### src/rtl/sonar_ranger.sv
// sonar_ranger: HC-SR04 class ultrasonic ranger controller.
// Fires a periodic trigger pulse, times the synchronised echo and publishes
// a 32-bit word {valid, timeout, seq[5:0], 2'b00, width[21:0]} with a strobe.
// Optional build macro SONAR_AVG_EN: width field carries the mean of the
// last four non-timeout widths instead of the raw width.
module sonar_ranger #(
    parameter int TRIG_CYCLES    = 500,
    parameter int TIMEOUT_CYCLES = 1900000,
    parameter int PERIOD_CYCLES  = 3000000
) (
    input  logic        clk,
    input  logic        reset_n,
    input  logic        enable,
    input  logic        echo,
    output logic        trig,
    output logic [31:0] sonar_export,
    output logic        sample_strobe
);
    localparam int PER_W  = $clog2(PERIOD_CYCLES);
    localparam int TRIG_W = $clog2(TRIG_CYCLES + 1);

    localparam logic [21:0]       WIDTH_MAX = 22'h3F_FFFF;
    localparam logic [21:0]       TO_LAST   = 22'(TIMEOUT_CYCLES - 1);
    localparam logic [PER_W-1:0]  PER_LAST  = PER_W'(PERIOD_CYCLES - 1);
    localparam logic [TRIG_W-1:0] TRIG_LAST = TRIG_W'(TRIG_CYCLES - 1);

    localparam logic [2:0] S_IDLE      = 3'd0;
    localparam logic [2:0] S_TRIG      = 3'd1;
    localparam logic [2:0] S_WAIT_RISE = 3'd2;
    localparam logic [2:0] S_MEASURE   = 3'd3;
    localparam logic [2:0] S_PUBLISH   = 3'd4;

    logic [2:0]        state;
    logic              first_pending;
    logic [PER_W-1:0]  per_cnt;
    logic [TRIG_W-1:0] trig_cnt;
    logic [21:0]       to_cnt;
    logic [21:0]       to_next;
    logic              to_hit;
    logic [21:0]       width;
    logic              timed_out;
    logic [5:0]        seq;
    logic [21:0]       pub_width;
    logic              start_trig;

    logic echo_meta, echo_sync, echo_prev;
    logic echo_rise, echo_fall;

    // two-flop synchroniser plus one history flop for edge detection
    always_ff @(posedge clk) begin
        if (!reset_n) begin
            echo_meta <= 1'b0;
            echo_sync <= 1'b0;
            echo_prev <= 1'b0;
        end else begin
            echo_meta <= echo;
            echo_sync <= echo_meta;
            echo_prev <= echo_sync;
        end
    end

    assign echo_rise  = echo_sync & ~echo_prev;
    assign echo_fall  = ~echo_sync & echo_prev;
    assign to_next    = to_cnt + 22'd1;
    assign to_hit     = (to_next == TO_LAST);
    assign start_trig = (state == S_IDLE) && enable &&
                        (first_pending || (per_cnt == PER_LAST));

    // period counter: restarts at each trigger, then saturates so IDLE can fire
    always_ff @(posedge clk) begin
        if (!reset_n)
            per_cnt <= '0;
        else if (start_trig)
            per_cnt <= '0;
        else if (per_cnt != PER_LAST)
            per_cnt <= per_cnt + 1'b1;
    end

    // ranging FSM: trigger, wait for echo, measure, publish
    always_ff @(posedge clk) begin
        if (!reset_n) begin
            state         <= S_IDLE;
            trig          <= 1'b0;
            first_pending <= 1'b1;
            trig_cnt      <= '0;
            to_cnt        <= '0;
            width         <= '0;
            timed_out     <= 1'b0;
        end else begin
            case (state)
                S_IDLE: begin
                    if (start_trig) begin
                        state         <= S_TRIG;
                        trig          <= 1'b1;
                        trig_cnt      <= '0;
                        first_pending <= 1'b0;
                    end
                end
                S_TRIG: begin
                    if (trig_cnt == TRIG_LAST) begin
                        state  <= S_WAIT_RISE;
                        trig   <= 1'b0;
                        to_cnt <= '0;
                    end else begin
                        trig_cnt <= trig_cnt + 1'b1;
                    end
                end
                S_WAIT_RISE: begin
                    to_cnt <= to_next;
                    if (to_hit) begin
                        timed_out <= 1'b1;
                        width     <= WIDTH_MAX;
                        state     <= S_PUBLISH;
                    end else if (echo_rise) begin
                        width <= 22'd1;
                        state <= S_MEASURE;
                    end
                end
                S_MEASURE: begin
                    to_cnt <= to_next;
                    // timeout outranks a coincident falling edge
                    if (to_hit) begin
                        timed_out <= 1'b1;
                        width     <= WIDTH_MAX;
                        state     <= S_PUBLISH;
                    end else if (echo_fall) begin
                        timed_out <= 1'b0;
                        state     <= S_PUBLISH;
                    end else if (echo_sync && (width != WIDTH_MAX)) begin
                        width <= width + 22'd1;
                    end
                end
                S_PUBLISH: state <= S_IDLE;
                default:   state <= S_IDLE;
            endcase
        end
    end

`ifdef SONAR_AVG_EN
    logic [21:0] hist [3];   // three most recent good widths, [0] newest
    logic [1:0]  hist_cnt;   // how many history entries hold real samples
    logic [21:0] avg_q;      // last published average, reused on timeout
    logic [23:0] sum;
    logic [21:0] mean;

    // mean over the new width plus up to three prior good widths;
    // unused history slots are zero so a plain four-way sum is safe
    always_comb begin
        sum = 24'(width) + 24'(hist[0]) + 24'(hist[1]) + 24'(hist[2]);
        case (hist_cnt)
            2'd0:    mean = width;
            2'd1:    mean = 22'(sum >> 1);
            2'd2:    mean = 22'((40'(sum) * 40'd21845) >> 16);
            default: mean = 22'(sum >> 2);
        endcase
        pub_width = timed_out ? avg_q : mean;
    end

    // history shifts only on good measurements
    always_ff @(posedge clk) begin
        if (!reset_n) begin
            hist[0]  <= '0;
            hist[1]  <= '0;
            hist[2]  <= '0;
            hist_cnt <= '0;
            avg_q    <= '0;
        end else if ((state == S_PUBLISH) && !timed_out) begin
            hist[0] <= width;
            hist[1] <= hist[0];
            hist[2] <= hist[1];
            avg_q   <= mean;
            if (hist_cnt != 2'd3)
                hist_cnt <= hist_cnt + 2'd1;
        end
    end
`else
    assign pub_width = width;
`endif

    // output word and strobe update together; word holds between publishes
    always_ff @(posedge clk) begin
        if (!reset_n) begin
            sonar_export  <= '0;
            sample_strobe <= 1'b0;
            seq           <= '0;
        end else begin
            sample_strobe <= 1'b0;
            if (state == S_PUBLISH) begin
                sonar_export  <= {1'b1, timed_out, seq, 2'b00, pub_width};
                sample_strobe <= 1'b1;
                seq           <= seq + 6'd1;
            end
        end
    end

endmodule
### config.mk
export PLATFORM = sky130hd
export DESIGN_NAME = sonar_ranger
export DESIGN_NICKNAME = d
export VERILOG_FILES = /design/src/rtl/sonar_ranger.sv
export SDC_FILE = /design/constraint.sdc
export NUM_CORES = 1
export LEC_CHECK = 0
export ABC_CLOCK_PERIOD_IN_PS = 4120
export CORE_ASPECT_RATIO = 1.1
export CORE_MARGIN = 8
export CORE_UTILIZATION = 59
export DETAILED_ROUTE_END_ITERATION = 8
export PLACE_DENSITY = 0.91
export SLEW_MARGIN = 20
export SYNTH_ARGS = -nofsm -noshare
export SYNTH_HDL_FRONTEND = slang
export SYNTH_SLANG_ARGS = --single-unit
### constraint.sdc
create_clock -name clk -period 4.12 [get_ports clk]
set_input_delay 0.412 -clock clk [delete_from_list [all_inputs] [get_ports clk]]
set_output_delay 0.412 -clock clk [all_outputs]
set_load 0.02 [all_outputs]
==> Yosys cells after proc, flatten, opt, wreduce, memory -nomap -nowiden <==
Cells that the tools add are included.
{ "totals": {"latchBits": 0, "mem_bits_ro": 0, "mem_bits_rw": 0, "memories": 0, "ff_bits": 121} }
{ "op_classes": {"n_eq_ne": 17, "magnitude_cmp": 0, "n_addsub": 5, "bitwise": 5, "div": 0, "n_shift": 0, "mux": 26, "n_mul": 0, "n_reduce_logical": 17} }
{ "ops": {"columns": ["op", "count"], "rows": [
  ["two-way mux 22 bit", 6],
  ["one-hot mux 22 bit (2 select lines)", 2],
  ["adder 22 x 1 -> 22 bit, second input constant", 3],
  ["inequality test 22 bit, second input constant", 2],
  ["== test 22 x 21 -> 1 bit, second input constant", 1],
  ["== test 22 bit, second input constant", 1],
  ["two-way mux 3 bit", 6],
  ["two-way mux 9 bit", 2],
  ["one-hot mux 9 bit (2 select lines)", 1],
  ["inequality test 3 bit, second input constant", 4],
  ["one-hot mux 3 bit (4 select lines)", 1],
  ["adder 9 x 1 -> 9 bit, second input constant", 1],
  ["== test 9 bit, second input constant", 1],
  ["AND reduction 3 bit", 3],
  ["inequality test 2 bit, second input constant", 4],
  ["AND reduction 4 bit", 2],
  ["adder 6 x 1 -> 6 bit, second input constant", 1],
  ["== test 3 x 2 -> 1 bit, second input constant", 2],
  ["two-way mux 1 bit", 6],
  ["nonzero test 2 bit", 3],
  ["one-hot mux 1 bit (2 select lines)", 2],
  ["AND reduction 2 bit", 2],
  ["OR reduction 2 bit", 2],
  ["== test 3 x 1 -> 1 bit, second input constant", 1],
  ["6 further kinds", 11]
]} }

==> Logic depth before layout (Yosys ltp) <==
{ "depth": {"ltp_word": 6, "mapped_depth": 11} }

==> Worst setup path after synthesis <==
Ideal clock, no wire load.
{ "synth_path": {"path_kind": "reg-to-reg", "startpoint": "reg to_cnt[0]", "endpoint": "reg state[1]", "path_buffers": 2, "synth_period_minus_slack_ps": 2892, "setup_time_ps": 116, "t_arrival_ps": 2776, "path_stages_with_launch": 11, "path_slack_ps": 1228, "cell_sequence": "dfxtp_1 ha_1 nand4_2 or3_4 or3_4 a211oi_4 and4bb_1 buf_4 buf_6 a21oi_1 a31o_1"} }
{ "synth_between": {"elab_chain_cells": 4} }
{ "synth_lines": {"columns": ["item", "line_no", "text"], "rows": [
  ["start: declaration", "37", "logic [21:0] to_cnt;"],
  ["start signal: assignment", "109", "to_cnt <= to_next;"],
  ["start signal: assignment", "120", "to_cnt <= to_next;"],
  ["adder 22 x 1 -> 22 bit (*)", "64", "assign to_next = to_cnt + 22'd1;"],
  ["== test 22 x 21 -> 1 bit (*)", "65", "assign to_hit = (to_next == TO_LAST);"],
  ["inequality test 3 bit (no line) (tied with other cells)", null, null],
  ["AND reduction 4 bit (no line) / one-hot mux 3 bit (4 select lines) (equally long branches)", null, null],
  ["end signal: assignment", "82", "state <= S_IDLE;"],
  ["end signal: assignment", "93", "state <= S_TRIG;"],
  ["end signal: assignment", "101", "state <= S_WAIT_RISE;"],
  ["end: declaration", "33", "logic [2:0] state;"]
]} }
Mark *: on every way between the ends. The rest lies on a longest branch, timed or not.
A chain may end at the register's enable or synchronous reset.

==> Worst setup path in the final report <==
{ "layout_path": {"startpoint": "reg to_cnt[0]", "endpoint": "reg width[5], in the netlist pub_width[5]"} }
{ "layout_between": {"elab_chain_cells": 4} }
{ "layout_lines": {"columns": ["item", "line_no", "text"], "rows": [
  ["adder 22 x 1 -> 22 bit (*)", "64", null],
  ["== test 22 x 21 -> 1 bit (*)", "65", null],
  ["inequality test 3 bit (no line) (tied with other cells)", null, null],
  ["AND reduction 4 bit (no line) / one-hot mux 22 bit (2 select lines) (equally long branches)", null, null],
  ["end signal: assignment", "130", "width <= width + 22'd1;"],
  ["end: declaration", "40", "logic [21:0] width;"]
]} }
Marked as above.

==> reports/results.tsv <==
metric	value	unit
routedWlPerCell	17.0	um
syn_area	6070	sq um
fin_hold_ws	447	ps
yosysSeqAreaShare	39.9	%
irDropWorstVdd	0.000288	V
postRouteAntennaNets	0	
tns	0	ps
synthMuxAreaShare	0.350	%
synth_compound_area_share	21.7	%
max_stage_delay	500	ps
maxCapViolations	0	
outcome	completed	
tightestPinTransition	895	ps
crit_path_cell_trace	ha_1 -> nand4_2 -> or3_1 -> a2111oi_4 -> nand2_2 -> nor4_4 -> nand3_2 -> buf_4 -> a311oi_1	
leakage	2.38	nW
cts_resized	0	
ys_ff_latch	121	
postSynth.topFlopCell	dfxtp_1	
r2r-start	to_cnt[0]	
required	4460	ps
rsz0062_at_grt	false	
synth_common_cells	dfxtp_1, nand2_1, a21oi_1	
synth_top_area_share	39.9	%
grt_pass1_vias	5611	
die_area	13800	sq um
place_congestion	0.953	
dr_wl_met3	955	um
crit_arrival	3770	ps
ff2ff_setup_slack	690	ps
fmax	291	MHz
firstDrtPassIters	6	
synth_enable_flop_cells	0	
fillers	713	
post-route-period-util	83.4	%
layout.area.seq	2420	sq um
syn_inst	759	
nNetsFinal	779	
postCtsHoldBufs	0	
min_period	3430	ps
synthXorXnorAreaFrac	5.34	%
drive_gt1_share	8.33	%
hold_start	echo_meta	
dr_total_vias	5828	
core	10200	sq um
port_buffers	35	
drt_wl_total	15300	um
dp.cells	872	
die_w	113	um
hp-class	reg2reg	
slowest_stage	nor4_4	
report.final.slew_viol_count	0	
ioPinCount	38	
path_class	reg2reg	
synth-simple-area-share	26.7	%
area_growth	15.8	%
synthTopCellsByArea	dfxtp_1, a21oi_1, nand2_1	
clockBufferDepth	2	
cts-root-buf	clkbuf_16	
dp_hpwl	9970	um
async_flop_share	0	%
highest_layer	met4	
synth_fa_ha_area_share	1.44	%
startpoint	to_cnt[0]	
avgViaCountPerCell	6.45	
grt_antenna_before_repair	0	
wl_met2	7820	um
crit_buf_inv	1	
die_height	122	um
path_clk_slew	60	ps
design_area	7030	sq um
ys_warn_count	0	
crit_family	simple AND/OR/NAND/NOR gates	
p_per_area	401	nW/um^2
route.detailed.drc	0	
grt_max_degree	44	
multiInputGateArea	3380	sq um
gr-total-overflow	0	
syn-mean-instance-area	8.00	sq um
yosysMostFrequentCell	dfxtp_1	
initial_core_util	59.5	%
finalSetupViolCount	0	
rows	39	
worstPathMaxFanout	14	
grt_pass1_wl	25900	um
cts_inserted_buffers	17	
wl_met1	6060	um
h-tree-depth	4	
synth_top_family_by_area	simple AND/OR/NAND/NOR gates	
skew	7.64	ps
antenna_cells	0	
cts_sinks	121	
groute.usage.overall	22.8	%
fin_util	68.9	%
yosysTopAreaCell	dfxtp_1	
drt-initial-drc-count	727	
cts_tree	built	
fin_cells	903	
placed_area	6410	sq um
synth_cell_type_count	70	
clkLatencyLatePin	420	ps
cts_setup_buffers	0	
slew_headroom	39.8	%
cp-start-kind	flip-flop	
hold_viol	0	
worstSetupEndpointType	flip-flop	
-- cells by family after synthesis --
group                    count (synthesis)
AND/OR/NAND/NOR                        325
AO/OA/AOI/OAI                          204
flip-flops                             121
buffers and inverters                   62
XOR/XNOR                                37
adder cells (fa/ha/maj)                  7
multiplexers                             2
other                                    1
-- per-stage QoR --
step	total power, mW	setup slack [ps]
after floorplan	1.26	1230
after global placement	1.27	878
after detailed placement	1.27	737
after CTS	2.82	736
after global routing	2.89	446
final	2.82	686
-- cell usage in the layout, fill, tap and decap left out, types with 4 or more instances in the layout --
cell type / count
a211oi_2: 8
xor2_1: 26
o31ai_1: 22
or3_1: 6
nand2_1: 111
ha_1: 7
a31oi_1: 19
nor2_1: 81
nor3_1: 12
a21oi_1: 88
nand4_1: 18
and2_1: 14
inv_1: 4
buf_4: 11
o21ai_0: 25
dfxtp_1: 121
bufinv_16: 4
and4_1: 4
xnor2_1: 11
or4_1: 5
a311oi_1: 4
nand3_1: 25
a41oi_1: 7
nor4_1: 5
and3_1: 16
clkdlybuf4s50_1: 35
o22ai_1: 4
clkbuf_16: 17
-- report_power, final --
| part | switching, mW | total (mW) | internal [mW] | leakage (nW) |
|---|---|---|---|---|
| logic | 0.0416 | 0.0623 | 0.0207 | 1.10 |
| registers | 0.0108 | 1.19 | 1.18 | 0.976 |
| clock network | 0.514 | 1.57 | 1.05 | 0.303 |
-- flip-flops by register name, summed over array words and instances, names as in the netlist --
signal and count:
sonar_export 30, per_cnt 22, pub_width 22, to_cnt 22, trig_cnt 9, seq 6
state 3, echo_meta 1, echo_prev 1, echo_sync 1, first_pending 1, sample_strobe 1
timed_out 1, trig 1
-- layer usage --
| metal | global-route usage (%) | vias to the layer above |
|---|---|---|
| met2 | 40.1 | 255 |
| met5 | 0 | - |
| met1 | 25.2 | 2770 |
| met3 | 6.15 | 59 |
| met4 | 11.1 | 0 |
| li1 | - | 2744 |
-- area by class of cell --
class	instances	share of cell area, %
Clock buffer	23	6.80
Clock inverter	8	2.03
Inverter	5	0.267
Multi-Input combinational cell	577	48.1
Sequential cell	121	34.5
Tap cell	123	2.19
Timing Repair Buffer	46	6.16
-- worst register-to-register path, stage by stage (launching register included) --
cell and delay [ps]:
dfxtp_1 480, ha_1 340, nand4_2 230, or3_1 410
a2111oi_4 400, nand2_2 100, nor4_4 500, nand3_2 310
buf_4 300, a311oi_1 270
-- worst paths after layout --
kind,end,cells after the start
worst max-delay path,pub_width[5],9
worst max register to register,pub_width[5],9
worst min-delay path,echo_sync,1
worst min register to register,echo_sync,1
Power figures use the tool's default switching activity.
